==> config.mk <==
export PLATFORM = sky130hd
export DESIGN_NAME = alu_share_arbiter
export DESIGN_NICKNAME = d
export VERILOG_FILES = /design/src/rtl/alu_share_arbiter.sv
export SDC_FILE = /design/constraint.sdc
export NUM_CORES = 1
export LEC_CHECK = 0
export CAP_MARGIN = 20
export CORE_MARGIN = 2
export CORE_UTILIZATION = 40
export DETAILED_ROUTE_END_ITERATION = 8
export PLACE_DENSITY = 0.72
export REMOVE_ABC_BUFFERS = 1
export SKIP_LAST_GASP = 1
export SYNTH_ARGS = -nofsm -noshare
export SYNTH_HDL_FRONTEND = slang
export SYNTH_SLANG_ARGS = --single-unit
==> constraint.sdc <==
create_clock -name clk -period 10.99 [get_ports clk]
set_input_delay 2.198 -clock clk [delete_from_list [all_inputs] [get_ports clk]]
set_output_delay 2.198 -clock clk [all_outputs]
set_load 0.01 [all_outputs]
==> src/rtl/alu_share_arbiter.sv <==
// Round-robin share of one arithmetic unit; gnt one cycle after the request edge, rsp_valid LAT cycles after gnt.
// Requests are only sampled in IDLE, so requesters hold req/operands until gnt (no other backpressure).
module alu_share_arbiter #(
  parameter int DATAWIDTH = 8,
  parameter int NREQ      = 4,
  parameter int MUL_LAT   = 2,
  parameter int DIV_LAT   = 4
) (
  input  logic                      clk,
  input  logic                      rst_n,
  input  logic [NREQ-1:0]           req,
  input  logic [3*NREQ-1:0]         op,
  input  logic [DATAWIDTH*NREQ-1:0] a,
  input  logic [DATAWIDTH*NREQ-1:0] b,
  output logic [NREQ-1:0]           gnt,
  output logic                      busy,
  output logic                      rsp_valid,
  output logic [1:0]                rsp_id,
  output logic [DATAWIDTH-1:0]      rsp_data,
  output logic                      rsp_err
);
  localparam int IW     = 2;
  localparam int MAXLAT = (MUL_LAT > DIV_LAT) ? MUL_LAT : DIV_LAT;
  localparam int CW     = (MAXLAT > 1) ? $clog2(MAXLAT) : 1;

  localparam logic [2:0] OP_ADD = 3'd0;
  localparam logic [2:0] OP_SUB = 3'd1;
  localparam logic [2:0] OP_MUL = 3'd2;
  localparam logic [2:0] OP_DIV = 3'd3;
  localparam logic [2:0] OP_MOD = 3'd4;

  typedef enum logic [1:0] {S_IDLE, S_EXEC, S_RESP} state_t;

  state_t               r_state, w_next_state;
  logic [IW-1:0]        r_rr_ptr;
  logic [CW-1:0]        r_cnt;
  logic [2:0]           r_op;
  logic [DATAWIDTH-1:0] r_a, r_b;
  logic [IW-1:0]        r_id;
  logic [NREQ-1:0]      r_gnt;
  logic                 r_rsp_valid;
  logic [IW-1:0]        r_rsp_id;
  logic [DATAWIDTH-1:0] r_rsp_data;
  logic                 r_rsp_err;

  logic                 w_found;
  logic [IW-1:0]        w_sel, w_idx;
  logic [2:0]           w_sel_op;
  logic [DATAWIDTH-1:0] w_sel_a, w_sel_b;
  logic [CW-1:0]        w_lat_m1;
  logic [DATAWIDTH-1:0] w_res;
  logic                 w_err;

  // Descending scan so the requester closest to r_rr_ptr wins.
  always_comb begin
    w_found = 1'b0;
    w_sel   = '0;
    w_idx   = '0;
    for (int k = NREQ - 1; k >= 0; k--) begin
      w_idx = r_rr_ptr + IW'(k);
      if (req[w_idx]) begin
        w_found = 1'b1;
        w_sel   = w_idx;
      end
    end
  end

  assign w_sel_op = op[3*w_sel +: 3];
  assign w_sel_a  = a[DATAWIDTH*w_sel +: DATAWIDTH];
  assign w_sel_b  = b[DATAWIDTH*w_sel +: DATAWIDTH];

  always_comb begin
    w_lat_m1 = '0;
    case (w_sel_op)
      OP_MUL:         w_lat_m1 = CW'(MUL_LAT - 1);
      OP_DIV, OP_MOD: w_lat_m1 = CW'(DIV_LAT - 1);
      default:        w_lat_m1 = '0;
    endcase
  end

  always_comb begin
    w_res = '0;
    w_err = 1'b0;
    case (r_op)
      OP_ADD: w_res = r_a + r_b;
      OP_SUB: w_res = r_a - r_b;
      OP_MUL: w_res = r_a * r_b;
      OP_DIV: begin
        if (r_b == '0) begin
          w_res = '1;
          w_err = 1'b1;
        end else begin
          w_res = r_a / r_b;
        end
      end
      OP_MOD: begin
        if (r_b == '0) begin
          w_res = r_a;
          w_err = 1'b1;
        end else begin
          w_res = r_a % r_b;
        end
      end
      default: w_err = 1'b1;
    endcase
  end

  always_comb begin
    w_next_state = r_state;
    case (r_state)
      S_IDLE:  if (w_found) w_next_state = S_EXEC;
      S_EXEC:  if (r_cnt == '0) w_next_state = S_RESP;
      S_RESP:  w_next_state = S_IDLE;
      default: w_next_state = S_IDLE;
    endcase
  end

  always_ff @(posedge clk) begin
    if (!rst_n) begin
      r_state     <= S_IDLE;
      r_rr_ptr    <= '0;
      r_cnt       <= '0;
      r_op        <= '0;
      r_a         <= '0;
      r_b         <= '0;
      r_id        <= '0;
      r_gnt       <= '0;
      r_rsp_valid <= 1'b0;
      r_rsp_id    <= '0;
      r_rsp_data  <= '0;
      r_rsp_err   <= 1'b0;
    end else begin
      r_state     <= w_next_state;
      r_gnt       <= '0;
      r_rsp_valid <= 1'b0;
      case (r_state)
        S_IDLE: begin
          if (w_found) begin
            r_op     <= w_sel_op;
            r_a      <= w_sel_a;
            r_b      <= w_sel_b;
            r_id     <= w_sel;
            r_gnt    <= NREQ'(1) << w_sel;
            r_rr_ptr <= w_sel + IW'(1);
            r_cnt    <= w_lat_m1;
          end
        end
        S_EXEC: begin
          if (r_cnt == '0) begin
            r_rsp_valid <= 1'b1;
            r_rsp_id    <= r_id;
            r_rsp_data  <= w_res;
            r_rsp_err   <= w_err;
          end else begin
            r_cnt <= r_cnt - CW'(1);
          end
        end
        default: ;
      endcase
    end
  end

  assign gnt       = r_gnt;
  assign busy      = (r_state != S_IDLE);
  assign rsp_valid = r_rsp_valid;
  assign rsp_id    = r_rsp_id;
  assign rsp_data  = r_rsp_data;
  assign rsp_err   = r_rsp_err;
endmodule

# [Word-level counts from Yosys, hierarchy flattened]
# Cells that the tools add are included.
[totals] regBits=43 wordCells=86
[classes] n_div=2 n_lt_le_gt_ge=4 n_mux=29 eq_ne=11 add_sub_neg=7 n_mul=2 reduce_logical=15 n_shift=4
[ops] op="$shiftx 32x6->8" count=2
[ops] op="$pmux 8 s5" count=1
[ops] op="$mux 2" count=8
[ops] op="$mux 8" count=2
[ops] op="$eq 3x2->1 const B" count=4
[ops] op="$lt 2x3->1 const B" count=4
[ops] op="$pmux 2 s2" count=3
[ops] op="$shiftx 12x5->3" count=1
[ops] op="$mux 1" count=10
[ops] op="$add 8x8->8" count=1
[ops] op="$bmux 1 s2" count=4
[ops] op="$div 8x8->8" count=1
[ops] op="$logic_not 8->1" count=1
[ops] op="$mod 8x8->8" count=1
[ops] op="$mul 8x8->8" count=1
[ops] op="$reduce_and 2->1" count=4
[ops] op="$sub 8x8->8" count=1
[ops] op="$eq 3x3->1 const B" count=2
[ops] op="$ne 2x2->1 const B" count=3
[ops] op="$reduce_and 3->1" count=2
[ops] op="$add 2x1->2 const B" count=2
[ops] op="$add 2x2->2 const B" count=2
[ops] op="$logic_not 2->1" count=2
[ops] op="$mul 2x2->4 const A" count=1
[ops] op="9 further kinds" count=11

# [Depth between registers and ports, before layout]
[depth] ltp_word=14 mapped_depth=52 ltp_nobuf=49

# [Worst setup path after synthesis]
# No wires, ideal clock.
[synth_path] kind="register to register" start="register r_b[6]" end="register r_rsp_data[1], in the netlist rsp_data[1]" stages_incl_launch_ff=48 required_ps=10870 setup_slack_ps=412 setup_time_ps=120 path_buffers=2 arrival_ps=10459 synth_period_minus_slack_ps=10578 cell_sequence="dfxtp_1 -> buf_6 -> nor4_4 -> nand2_2 -> nor2_1 -> a21oi_1 -> a21oi_1 -> ha_1 -> nor4b_1 -> a211oi_1 -> o22ai_1 -> inv_1 -> ha_1 -> o211ai_1 -> a211oi_4 -> mux2i_1 -> ha_1 -> o211ai_1 -> (+12 left out) -> mux2_2 -> ha_1 -> nor3_1 -> a211oi_1 -> nand4_1 -> a21o_1 -> buf_1 -> nand2_1 -> o21ai_1 -> fa_1 -> a211oi_1 -> nor2_1 -> o31ai_1 -> a31oi_1 -> nor2_1 -> inv_1 -> o21a_1 -> o31a_1"
[synth_between] elab_chain_len=3 elab_cells_between_ends=6
[synth_lines] item="from (decl)" line_no="38" text="logic [DATAWIDTH-1:0] r_a, r_b;"
[synth_lines] item="from (signal assigned)" line_no="141" text="r_b <= w_sel_b;"
[synth_lines] item="$mod 8x8->8, or another cell as far along" line_no="101" text="w_res = r_a % r_b;"
[synth_lines] item="$mux 8 (on tied branches)" line_no="97, 89"
[synth_lines] item="$pmux 8 s5 *" line_no="84" text="case (r_op)"
[synth_lines] item="to (signal assigned)" line_no="152" text="r_rsp_data <= w_res;"
[synth_lines] item="to (decl)" line_no="43" text="logic [DATAWIDTH-1:0] r_rsp_data;"
# Mark *: on every way between the ends. The rest lies on a longest branch, timed or not.
# A chain may end at the register's enable or synchronous reset.

# [Worst setup path after layout]
[layout_path] start="register r_b[5]" end="register r_rsp_data[1], in the netlist rsp_data[1]"
# The elaborated chain is that of the path after synthesis.

==> metrics.txt <==
DRT Pass-1 Iters=5; vias in the first global route=5714; Avg Cell Area, Syn=7.14 um^2; Min Clock Period, post-route=10.70 ns; DRC errors left=0; initial antenna violation count=0; core box area=0.0138 mm^2; CTS clk-pin slew, worst paths=0.07 ns; cts bufs inserted=5; yosys warns=0; design area=0.00732 mm^2; cell family with most CP delay=compound AO/OA/AOI/OAI gates; Placed Area=0.00687 mm^2; clk sinks=43; wire per inst=16.1 um; Req. time, crit path=11.18 ns; hpwl dp=13200 um; Synth async-reset ratio=0; part of the cycle the worst path needs=0.973; Seq cells post-synth=43; Seq/Total Area, Yosys=0.152; share of layout cells above drive strength 1=0.105; via count=6058; first-pass GRT wire length=27400 um; most frequent CP cell=ha_1; die area=0.0151 mm^2; Setup Skew=0.00322 ns; Slew HR=0.306; Clk Latency, worst-skew pair=0.29 ns; nets=1055; EDFF count, synth=0; arrival time at the worst endpoint=10.88 ns; Mapped Cells=793; starting density of the core=0.409; Reg2Reg Setup Slack=0.29 ns; CP startpoint=r_b[5]; Setup violations, final=0; Final ANT Viol Nets=0; sequential cell area=about 860 um^2; Chip Width=123 um; # IOs=99; Worst-Margin Slew=about 1.0 ns; HP Class=flop to flop; Root Buffer=clkbuf_16; startpoint types=flop; filler cell count=1348; CTS tree=done; Port Buffer Count=98; Starting DRT DRC Count=460; Mapped Area=between 0.005 and 0.006 mm^2; CTS Buffer Depth=2; gpl congestion=0.959; Unique masters post-synth=between 60 and 70; Slew Viols, Final=0; gr ovfl total=0; Total GRT Usage=0.225; htree depth=2; Hold-fix buffers, CTS=0; Via density=5.64; crit path buf inv count=4; Slowest cell on crit path=mux2_2; Multi-input gate area=0.00470 mm^2; Max Cap Violations=0; Layout area overhead=29.2%; Fmax=0.0935 GHz; crit path to=rsp_data[1]; Antenna Cells=0; critical path class=flop to flop; Die Y=123 um; status=completed; final hold violation count=0; largest net degree at the start of global routing=39; routed wire length=17300 um; FF-to-FF path depth=49; Critical Path End Type=flop; origin of the critical flop-to-flop path=r_b[5]; WP depth=49; ys flop type=dfxtp_1; CP max stage delay=0.39 ns; number of core rows=between 40 and 50; reg2reg end=rsp_data[1]; crit path max fanout=7
[cells by family (layout without fill, tap and decap cells)]
logic type	Yosys count	in the layout	synth area share
simple gates	355	355	0.290
compound gates	181	182	0.213
fa+ha+maj	79	79	0.193
buf+inv	77	178	0.0544
xor+xnor	43	43	0.0665
flops	43	43	0.152
mux	15	15	0.0312
[stage by stage]
stage                      util  hold WS (ns)  setup slack (ns)  TNS, ns  instances
after floorplan               -         0.429             0.272        0        756
after global placement    0.497         0.448             0.124        0       1055
after detailed placement  0.497         0.450            -0.177   -0.686       1055
after CTS                 0.509         0.459            0.0641        0       1064
after global routing      0.529         0.480            -0.235    -1.19       1075
final                     0.529         0.455             0.293        0       1075
[synth_stat cells (7+ instances only)]
| library cell | count | area share |
|---|---|---|
| o31ai_1 | 7 | 0.0093 |
| nor3_1 | 14 | 0.012 |
| a21oi_1 | 60 | 0.053 |
| nand2_1 | 139 | 0.092 |
| o21ai_0 | 21 | 0.019 |
| fa_1 | 14 | 0.050 |
| a21o_1 | 11 | 0.015 |
| and2_1 | 15 | 0.017 |
| nand2b_1 | 7 | 0.0077 |
| xnor2_1 | 31 | 0.048 |
| nor2_1 | 70 | 0.046 |
| nand3_1 | 62 | 0.055 |
| a211oi_1 | 9 | 0.012 |
| xor2_1 | 12 | 0.019 |
| clkbuf_1 | 26 | 0.017 |
| or3_1 | 8 | 0.0088 |
| nor2b_1 | 14 | 0.015 |
| a31oi_1 | 10 | 0.011 |
| ha_1 | 65 | 0.14 |
| dfxtp_1 | 43 | 0.15 |
| o21a_1 | 9 | 0.012 |
| inv_1 | 40 | 0.027 |
[layout make-up]
class                      count  area share
inverter                      40      0.0205
multi-input combinational    674       0.643
timing repair buffer         130       0.168
clock buffer                   5      0.0171
sequential                    43       0.118
tap                          180      0.0308
clock inverter                 3     0.00325
[metal layers]
| layer | vias to the layer above | part of all wire | track usage |
|---|---|---|---|
| met3 | 50 | 0.080 | 0.0498 |
| met4 | 0 | 0.034 | 0.0803 |
| met1 | 2727 | 0.43 | 0.293 |
| met2 | 284 | 0.46 | 0.366 |
| met5 | - | 0 | 0 |
| li1 | 2997 | - | - |
[cells in the final DEF, fill, tap and decap left out, types with 6 or more instances in the layout]
cell type / instances
nand2_1: 138
clkdlybuf4s50_1: 98
nor2_1: 67
nand3_1: 62
ha_1: 60
a21oi_1: 55
dfxtp_1: 43
inv_1: 40
xnor2_1: 31
buf_4: 30
o21ai_0: 20
and2_1: 15
nor2b_1: 14
nor3_1: 13
fa_1: 13
xor2_1: 12
a21o_1: 10
o21a_1: 9
or3_1: 8
a211oi_1: 8
a31oi_1: 8
nand2b_1: 7
o21ai_1: 6
[worst register-to-register path: cells and delay by family (launching register included)]
kind                     cells  cell delay [ns]
flip-flops                   1             0.34
multiplexers                 3             0.95
buffers and inverters        4             0.54
AO/OA/AOI/OAI               23             4.36
adder cells (fa/ha/maj)      7             1.96
AND/OR/NAND/NOR             12             2.45
[worst min-delay path by stage]
stage / from / to / slack (ns) / cells past startpoint
after floorplan: r_id[0] / rsp_id[0] / 0.43 / 2
after global placement: rsp_id[0] / rsp_id[0] / 0.45 / 2
after detailed placement: rsp_id[0] / rsp_id[0] / 0.45 / 2
after CTS: rsp_id[0] / rsp_id[0] / 0.46 / 2
after global routing: rsp_id[1] / rsp_id[1] / 0.48 / 2
final: rsp_id[0] / rsp_id[0] / 0.45 / 2
[flip-flops by register name, summed over array words and instances (netlist names)]
register and cells:
r_id 2, r_a 8, r_cnt 2, gnt 4
r_state 2, r_rr_ptr 2, rsp_valid 1, rsp_data 8
rsp_err 1, r_op 3, r_b 8, rsp_id 2
[what timing repair did]
item                       4_1_cts  5_1_grt
hold endpoints to repair         0        0
setup endpoints to repair        7        8
setup buffers                    1       10
resized for setup                5       33
pin swaps                        1       17
gates cloned                     0        1
Power is not shown: default switching activity piles up to over one toggle a cycle in this logic, so the estimate is an artifact.
